**src/rtl/lp_cntr_pkg.sv**
```systemverilog
// rtl/lp_cntr_pkg.sv - shared constants and types for the low-power counter family
package lp_cntr_pkg;

    // Terminal-flag timing modes
    localparam int LP_TRM_COMB = 0;
    localparam int LP_TRM_REG  = 1;

    // Legal counter width bounds
    localparam int LP_CNTR_MIN_W = 2;
    localparam int LP_CNTR_MAX_W = 64;

    // Kind of update the count register takes on a clock edge
    typedef enum logic [1:0] {
        UPD_HOLD = 2'd0,
        UPD_LOAD = 2'd1,
        UPD_STEP = 2'd2
    } lp_upd_e;

endpackage

```
**src/rtl/lp_cntr_nxt.sv**
```systemverilog
// rtl/lp_cntr_nxt.sv - next-count and update-enable for the down counter
module lp_cntr_nxt
    import lp_cntr_pkg::*;
#(
    parameter int width = 8
) (
    input  logic             ld_n,
    input  logic             enable,
    input  logic [width-1:0] ld_count,
    input  logic [width-1:0] count,
    output logic [width-1:0] next_count,
    output logic             upd
);

    lp_upd_e sel;

    // Priority: load beats enable, otherwise hold
    always_comb begin
        sel = UPD_HOLD;
        if (!ld_n) begin
            sel = UPD_LOAD;
        end else if (enable) begin
            sel = UPD_STEP;
        end
    end

    // Value the count register takes; on hold it equals the current count
    always_comb begin
        next_count = count;
        case (sel)
            UPD_LOAD: next_count = ld_count;
            UPD_STEP: next_count = count - width'(1);
            default:  next_count = count;
        endcase
    end

    assign upd = (sel != UPD_HOLD);

endmodule

```
**src/rtl/lp_cntr_dn_df.sv**
```systemverilog
// rtl/lp_cntr_dn_df.sv - loadable down counter with dynamic terminal-value flag
module lp_cntr_dn_df
    import lp_cntr_pkg::*;
#(
    parameter int width      = 8,
    parameter int reg_trmcnt = 0
) (
    input  logic             clk,
    input  logic             rst,
    input  logic             enable,
    input  logic             ld_n,
    input  logic [width-1:0] ld_count,
    input  logic [width-1:0] term_val,
    output logic [width-1:0] count,
    output logic             term_count_n
);

    generate
        if (width < LP_CNTR_MIN_W || width > LP_CNTR_MAX_W) begin : g_bad_width
            $fatal(1, "lp_cntr_dn_df: width out of range");
        end
        if (reg_trmcnt != LP_TRM_COMB && reg_trmcnt != LP_TRM_REG) begin : g_bad_mode
            $fatal(1, "lp_cntr_dn_df: reg_trmcnt must be 0 or 1");
        end
    endgenerate

    logic [width-1:0] count_q;
    logic [width-1:0] next_count;
    logic             upd;

    lp_cntr_nxt #(
        .width(width)
    ) u_nxt (
        .ld_n      (ld_n),
        .enable    (enable),
        .ld_count  (ld_count),
        .count     (count_q),
        .next_count(next_count),
        .upd       (upd)
    );

    // Count register is written only on load or decrement, so idle cycles do not toggle it
    always_ff @(posedge clk or posedge rst) begin
        if (rst) begin
            count_q <= '0;
        end else if (upd) begin
            count_q <= next_count;
        end
    end

    assign count = count_q;

    generate
        if (reg_trmcnt == LP_TRM_REG) begin : g_flag_reg
            logic flag_q;

            // Flag compares against the incoming count so it lines up with count; written every cycle
            always_ff @(posedge clk or posedge rst) begin
                if (rst) begin
                    flag_q <= 1'b1;
                end else begin
                    flag_q <= ~(next_count == term_val);
                end
            end

            assign term_count_n = flag_q;
        end else begin : g_flag_comb
            assign term_count_n = ~(count_q == term_val);
        end
    endgenerate

endmodule

```
**config.mk**
```make
export PLATFORM = sky130hd
export DESIGN_NAME = lp_cntr_dn_df
export DESIGN_NICKNAME = d
export VERILOG_FILES = /design/src/rtl/lp_cntr_pkg.sv /design/src/rtl/lp_cntr_nxt.sv /design/src/rtl/lp_cntr_dn_df.sv
export SDC_FILE = /design/constraint.sdc
export NUM_CORES = 1
export LEC_CHECK = 0
export ABC_AREA = 1
export ABC_CLOCK_PERIOD_IN_PS = 2100
export BUFFER_PORTS_ARGS = -buffer_cell sky130_fd_sc_hd__buf_2
export CORE_MARGIN = 1.5
export CORE_UTILIZATION = 35
export CTS_CLUSTER_SIZE = 14
export DETAILED_ROUTE_END_ITERATION = 12
export PLACE_DENSITY = 0.72
export REMOVE_ABC_BUFFERS = 1
export SETUP_SLACK_MARGIN = 0.2
export SLEW_MARGIN = 25
export SYNTH_ARGS = -nofsm -noshare
export SYNTH_HDL_FRONTEND = slang
export SYNTH_SLANG_ARGS = --single-unit
```
**constraint.sdc**
```tcl
create_clock -name clk -period 2.1 [get_ports clk]
set_clock_uncertainty 0.2 [all_clocks]
set_input_delay 0.315 -clock clk [delete_from_list [all_inputs] [get_ports clk]]
set_output_delay 0.315 -clock clk [all_outputs]
set_load 0.05 [all_outputs]
```
---- Word-level counts from Yosys, hierarchy flattened ----
Cells that the tools add are included.
operators by class
  $add $sub $neg .......................... 1
  equal/unequal tests ..................... 3
  multiplexer cells ....................... 3
  bitwise gates (word level) .............. 1
  reductions and logical operators ........ 3
operators with widths
  kind                                                  number
  one-hot mux 8 bit (2 select lines)                    1
  equality test 8 bit                                   1
  subtractor 8 x 1 -> 8 bit (second input constant)     1
  two-way mux 2 bit                                     2
  nonzero test 2 bit                                    2
  equality test 2 x 1 -> 1 bit (second input constant)  1
  equality test 2 bit (second input constant)           1
  AND reduction 2 bit                                   1
  NOT 1 bit                                             1
storage, ports and cells
  bits in registers ....................... 8
  input port bits ......................... 20
  output and inout port bits .............. 9
  word-level logic and storage cells ...... 12

---- Depth between registers and ports, before layout ----
Gate-level depths: netlist of run 1.
  depth in word-level cells ............... 5
  gate-level depth with buffers ........... 7
  gate-level depth less buffers ........... 7

---- Hierarchy ----
From an unflattened synthesis of run 1, not the netlist that was laid out.
unflattened totals
  cell total of the unflattened synthesis .. 111
  area, all modules ....................... 747.0 sq um
modules (own cells, without submodules)
  module         times used  cells an instance  area each (sq um)  sequential area each (sq um)
  lp_cntr_dn_df  1           48                 439.2              200.2
  lp_cntr_nxt    1           63                 307.8              0.0

---- Worst setup path before layout of run 1 ----
Ideal clock, no wire load.
  kind .................................... register to output
  start ................................... register count_q[2], in the netlist count[2]
  end ..................................... output port term_count_n
  data arrival time ....................... 1.416 ns
  required time ........................... 1.585 ns
  setup slack ............................. 0.169 ns
  stages on the path, launching flop included .. 5
  cell sequence ........................... dfrtp_1 xnor2_1 nand2_1 nor2_1 nand3b_1
on the way
  cells in the longest elaborated chain, start to end .. 2
ends and longest elaborated chain
  item                    RTL line             text
  start, declared         lp_cntr_dn_df.sv:27  logic [width-1:0] count_q;
  start signal, assigned  lp_cntr_dn_df.sv:47  count_q <= next_count;
  equality test 8 bit     lp_cntr_dn_df.sv:68  assign term_count_n = ~(count_q == term_val);
  NOT 1 bit               lp_cntr_dn_df.sv:68
  end, declared           lp_cntr_dn_df.sv:15  output logic term_count_n
Every way passes these cells.

---- Final worst setup path of run 1 ----
  start ................................... register count_q[3], in the netlist count[3]
  end ..................................... output port term_count_n
The elaborated chain is that of the path after synthesis.

==> results of run 1 <==
[metrics by stage]
| stage | hold WS (ns) | setup slack [ns] | total power (µW) | area [µm²] | utilization, % |
|---|---|---|---|---|---|
| after floorplan | -0.0693 | 0.169 | 374 | 642 | - |
| after global placement | 0.0858 | 0.569 | 434 | 813 | 47.1 |
| after detailed placement | 0.0898 | 0.551 | 439 | 813 | 47.1 |
| after CTS | 0.149 | 0.268 | 566 | 846 | 49.0 |
| after global routing | 0.152 | 0.206 | 598 | 850 | 49.2 |
| final | 0.144 | 0.280 | 570 | 850 | 49.2 |
[routing by layer]
metal / part of all wire, % / wire (µm) / GRT usage (%) / vias to the layer above
met4: 2.0 / 34 / 8.00 / 0
met3: 6.6 / 111 / 2.35 / 5
met1: 45 / 754 / 20.7 / 317
li1: - / - / - / 355
met2: 47 / 789 / 28.3 / 37
met5: 0 / 0 / 0 / -
[final cells by class]
cell class | count | area (µm²) | share of cell area [%]
Clock buffer | 3 | 22.5 | 2.65
Inverter | 23 | 88.8 | 10.5
Multi-Input combinational cell | 62 | 353 | 41.5
Sequential cell | 8 | 201 | 23.7
Tap cell | 25 | 31.3 | 3.68
Timing Repair Buffer | 29 | 153 | 18.0
[layout by cell type, fill, tap and decap left out, drive strengths merged]
master,netlist,layout
buf,1,28
clkbuf,0,3
dfrtp,8,8
dlygate4sd3,0,1
ha,1,1
inv,23,23
nand2,19,19
nand3,6,6
nand3b,1,1
nor2,12,12
nor3,1,1
o21ai,3,3
o21bai,2,2
o221ai,2,2
o22ai,6,6
xnor2,6,6
xor2,3,3
[kinds of logic (layout without fill, tap and decap cells)]
kind of cell,after synthesis,count (layout),share of synthesized area (%)
buffers and inverters,24,55,14.8
adders and majority gates,1,1,1.93
DFF,8,8,30.8
AOI/OAI and AO/OA,13,13,13.1
and+or+nand+nor,39,39,27.2
xor gates and xnor gates,9,9,12.1
[tightest hold or removal path, delay by kind of cell]
kind	cells	cell delay, ns
compound gates	1	0.10
buf+inv	2	0.14
[power groups by stage]
stage,registers (µW),clock network (µW),logic [µW]
2_1_floorplan,265,0,109
3_3_place_gp,204,0,231
3_5_place_dp,205,0,234
4_1_cts,202,127,237
5_1_grt,207,133,258
6_report,203,130,237
[worst max-delay path by stage]
stage	to	slack (ns)	cells after the start
6_report	term_count_n	0.28	5
5_1_grt	term_count_n	0.21	5
4_1_cts	term_count_n	0.27	5
3_5_place_dp	term_count_n	0.55	5
3_3_place_gp	term_count_n	0.57	5
2_1_floorplan	term_count_n	0.17	4
[repair_timing]
item	in CTS	in global routing
buffers inserted	0	0
hold buffers	1	0
gates resized for setup	0	3
endpoints found under the setup margin	0	1
endpoints found under the hold margin	8	0
==> impl_metrics.toml, run 1 <==
[synth]
synth-edff-count = 0
yosys-top-cells-area = "dfrtp_1 (31%), inv_1 (12%), nand2_1 (9.2%), xnor2_1 (8.1%), nor2_1 (5.8%)"
async_reset_ff_share_pct = 100
yosysMostFrequentCell = "inv_1"
yosysUniqueCellTypes = 20
synth.avg_cell_area_um2 = 6.91
yosys-top-cells-count = "inv_1 (20), nand2_1 (16), nor2_1 (10)"
synth_cells = 94
synth_area_um2 = 649
ys.flop_type = "dfrtp_1"
synth-seq-area-share_pct = 30.8
yosys_warnings = 0
synth_top_area_share_pct = 30.8
yosys.area.top_type = "dfrtp_1"
ys_seq_elements = 8

[timing]
slew-limit-headroom_pct = 77.7
period_minus_slack_ns = 1.82
finalSetupTns_ns = 0
max_freq_mhz = 549
hold_violations = 0
finalCritPeriodShare_pct = 86.7
rsz0062_at_grt = "false"
worst_pin_slew_ns = 0.334
slew_violations = 0
finalSetupViolCount = 0

[grt]
overflow = 0
grt_pass1_wl_um = 2570
grt_start_max_net_pins = 11
grt_pass1_vias = 637
track_usage_pct = 16.8
antenna_found_initial = 0

[routing]
drtIter0Drc = 15
num_vias = 714
wl_um = 1690
antenna_left = 0
drt_drc_violations_left = 0
vias_per_cell = 4.76
wl_per_cell_um = 11.3
dr.pass1.iters = 4

[critical_path]
criticalPathCategory = "reg -> out"
critPathLaunchType = "register"
slowest_delay_ns = 0.44
rr_worst_depth = 6
crit_chain = "xnor2_1 -> nand2_1 -> nor2_1 -> nand3b_1 -> buf_4"
path_buf_inv = 1
crit_arrival_ns = 1.31
cp_data_required_time_ns = 1.58
rrSetupSlack_ns = 0.64
crit_start = "count[3]"
r2r-start = "count[0]"
r2r_end = "count[2]"
cp_top_family = "flip-flops"
path_max_fanout = 6
endpoint_kind = "output port"
cp_slowest_cell = "dfrtp_1"

[clocking]
numCtsBuffers = 3
clk_pin_slew_ns = 0.06
h-tree-depth = 1
cts_tree = "yes"
cts_root_buf = "clkbuf_4"
clk_path_buf_depth = 2
insertion_delay_ns = 0.27
clkSinkCount = 8

[pwr]
clockPowerShare_pct = 22.8
pwr-share-comb_pct = 41.6
switching_power_uw = 250
power.internal_uw = 320
p_leak_uw = 0.000467
p_seq_share_pct = 35.7
peakVddDrop_mv = 0.273
powerDensity_mw_per_mm2 = 671
switching_share_pct = 43.8

[place]
dp.cells = 146
dpl.hpwl_um = 1230
gp_congestion = 0.774
port_buffers = 28

[hold_path]
min_to = "count[0]"
hold_class = "in -> reg"
holdPathStages = 3
hp-start = "ld_count[0]"

[floorplan]
core_area_mm2 = 0.00173
initial_core_util_pct = 37.6
dieArea_mm2 = 0.00212
die_height_um = 46.1
die_w_um = 46.1
io_pins = 29
num_rows = 15

[final_layout]
area_growth_pct = 30.8
diodes = 0
nets = 148
largest_reg_flops = 8
drive_gt1_share_pct = 32.0
nFillCells = 198
fin_cells = 150

[run_status]
status = "finished clean"

[run]
maxCapViolCount = 0
No activity file was read; power rests on OpenSTA's default activity.
==> run 2: changes to the inputs <==
- ABC_AREA: 1 -> 0
- ABC_CLOCK_PERIOD_IN_PS: 2100 -> 1800
- PLACE_DENSITY: 0.72 -> 0.75
- clock period: 2.1 -> 1.8 ns (I/O delays scaled with it)
==> run 2 against run 1 <==
  * The flow now finishes with violations (setup timing)
  * Die area is 18% lower
  * Wire length shrank 19%
  * Critical endpoint unchanged
  * Via count down 17%
  * Hold slack worse by 0.091 ns
==> impl_metrics.toml, run 2 <==
[critical_path]
r2r-start = "count[3]"
path_max_fanout = 2
rrSetupSlack_ns = -0.07
cp_data_required_time_ns = 1.33
path_buf_inv = 2
crit_arrival_ns = 1.43
r2r_end = "count[7]"
endpoint_kind = "output port"
crit_end = "term_count_n"
cp_slowest_cell = "dfrtp_1"
criticalPathCategory = "reg -> out"
crit_start = "count[0]"
slowest_delay_ns = 0.39
rr_worst_depth = 4
path_depth = 5
critPathLaunchType = "register"
crit_chain = "buf_4 -> xor2_1 -> nor4_1 -> nand2_1 -> buf_6"
cp_top_family = "flip-flops"

[synth]
synth-xor-area-share_pct = 16.6
ys_seq_elements = 8
synth_area_um2 = 528
synth.area.mux_share_pct = 2.13
synth_top_family_by_area = "simple AND/OR/NAND/NOR gates"
yosys_warnings = 0
synthSimpleGateAreaFrac_pct = 21.6
synth-seq-area-share_pct = 37.9
synth.avg_cell_area_um2 = 9.10
synth_top_area_share_pct = 37.9
async_reset_ff_share_pct = 100
yosys-top-cells-count = "xor2_1 (9), dfrtp_1 (8), nor2_1 (8)"
synth_compound_area_share_pct = 14.5
synth-edff-count = 0
yosys.area.top_type = "dfrtp_1"
yosys-top-cells-area = "dfrtp_1 (38%), xor2_1 (15%), a31oi_1 (5.9%), nor2_1 (5.7%), a21oi_1 (2.8%)"
post_synth_fa_ha_maj_area_fraction_pct = 2.37
yosysMostFrequentCell = "xor2_1"
yosysUniqueCellTypes = 21
ys.flop_type = "dfrtp_1"
synth_cells = 58

[timing]
rsz0062_at_grt = "true"
worst_pin_slew_ns = 0.347
layout_setup_ws_ns = -0.102
period_minus_slack_ns = 1.90
hold_violations = 0
finalCritPeriodShare_pct = 106
finalSetupViolCount = 3
max_freq_mhz = 526
slew-limit-headroom_pct = 76.6
slew_violations = 0

[final_layout]
final_common_cell = "buf_2"
diodes = 0
area_growth_pct = 63.7
utilization_pct = 64.0
drive_gt1_share_pct = 54.5
final_cell_mix = "buf_2 (27), nor2_1 (8), xor2_1 (8), dfrtp_1 (8), buf_4 (7)"
largest_reg_flops = 8
nFillCells = 112
nets = 122

[floorplan]
die_w_um = 41.8
die_height_um = 41.8
io_pins = 29
initial_core_util_pct = 39.1
num_rows = 13
core_area_mm2 = 0.00135
dieArea_mm2 = 0.00175

[pwr]
switching_power_uw = 245
clockPowerShare_pct = 20.7
p_total_uw = 642
pwr-share-comb_pct = 45.0
p_leak_uw = 0.000396
p_seq_share_pct = 34.3
powerDensity_mw_per_mm2 = 743
peakVddDrop_mv = 0.438
power.internal_uw = 397
switching_share_pct = 38.2

[routing]
wl_per_cell_um = 12.0
drt_drc_violations_left = 0
vias_per_cell = 5.19
dr.pass1.iters = 4
wl_um = 1360
drtIter0Drc = 8
num_vias = 592
antenna_left = 0

[clocking]
cts_root_buf = "clkbuf_4"
clk_pin_slew_ns = 0.05
cts_tree = "yes"
insertion_delay_ns = 0.25
numCtsBuffers = 3
clkSinkCount = 8
clk_path_buf_depth = 2
h-tree-depth = 1

[grt]
antenna_found_initial = 0
overflow = 0
grt_start_max_net_pins = 16
track_usage_pct = 16.3
grt_pass1_vias = 539
grt_pass1_wl_um = 2210

[run_status]
violations = "setup timing"
status = "finished, violations left"

[place]
gp_congestion = 0.831
port_buffers = 28
dpl.hpwl_um = 970

[run]
maxCapViolCount = 0

[hold_path]
hold_class = "in -> reg"
==> run 2: changes by cell type after synthesis, sizes merged, moves of 6 or more <==
cell	previous run	this run
inv	23	3
o22ai	6	0
nand2	19	2
nand3	6	0
xor2	3	9
==> run 2: repair_timing <==
| action | 4_1_cts | 5_1_grt |
|---|---|---|
| endpoints found under the hold margin | 8 | 0 |
| cloned | 0 | 0 |
| setup buffers | 4 | 0 |
| setup endpoints to repair | 6 | 6 |
| hold buffers | 1 | 0 |
| resized for setup | 8 | 10 |
| pin swaps | 8 | 6 |
==> run 2: power groups by stage <==
stage | clock [µW] | sequential (µW) | combinational, µW
after floorplan | 0 | 300 | 65.4
after global placement | 0 | 222 | 232
after detailed placement | 0 | 223 | 233
after CTS | 140 | 220 | 261
after global routing | 155 | 223 | 313
final | 133 | 220 | 289
==> run 2: worst min path at each step <==
stage,startpoint,endpoint,slack [ns],cells after the start
floorplan,rst,count[0],-0.11,1
finish,ld_count[1],count[1],0.05,2
CTS,ld_count[1],count[1],0.05,2
detailed placement,rst,count[0],0.03,2
global placement,rst,count[3],0.03,2
global route,ld_count[1],count[1],0.05,2
==> run 2: logic make-up after synthesis <==
logic type / count (synthesis)
mux: 1
compound gates: 13
xor+xnor: 10
buf+inv: 5
flops: 8
simple gates: 20
fa+ha+maj: 1
==> run 2: routing by layer <==
metal  track usage (%)  routed length [µm]  vias to the layer above  share of wire, %
met5                 0                   0                        -                 0
met2              26.6                 670                       22                49
li1                  -                   -                      294                 -
met3              4.78                  74                        2               5.4
met1              19.3                 604                      274                44
met4              8.39                  14                        0               1.0
==> run 2: cell type report <==
type / instances / area, µm² / share of cell area [%]
clock buffer: 3 / 22.5 / 2.60
inverter: 3 / 13.8 / 1.59
multi-input combinational: 45 / 355 / 41.1
sequential: 8 / 200 / 23.2
tap: 15 / 18.8 / 2.17
timing repair buffer: 40 / 254 / 29.4
==> run 2: worst register-to-register path, stage by stage (launching register included) <==
cell and delay, ns:
dfrtp_1 0.40, buf_6 0.12, or4_4 0.51, or4_1 0.40, a31oi_1 0.17
==> run 2: per-stage QoR <==
step / area [µm²] / instances / setup WS [ns] / hold slack (ns) / setup TNS (ns)
detailed placement: 724 / 106 / 0.0330 / 0.0349 / 0
global route: 865 / 114 / -0.211 / 0.0527 / -0.520
floorplan: 513 / 56 / -0.257 / -0.114 / -0.831
finish: 865 / 114 / -0.102 / 0.0539 / -0.214
CTS: 812 / 114 / -0.134 / 0.0503 / -0.211
global placement: 724 / 106 / 0.0510 / 0.0329 / 0
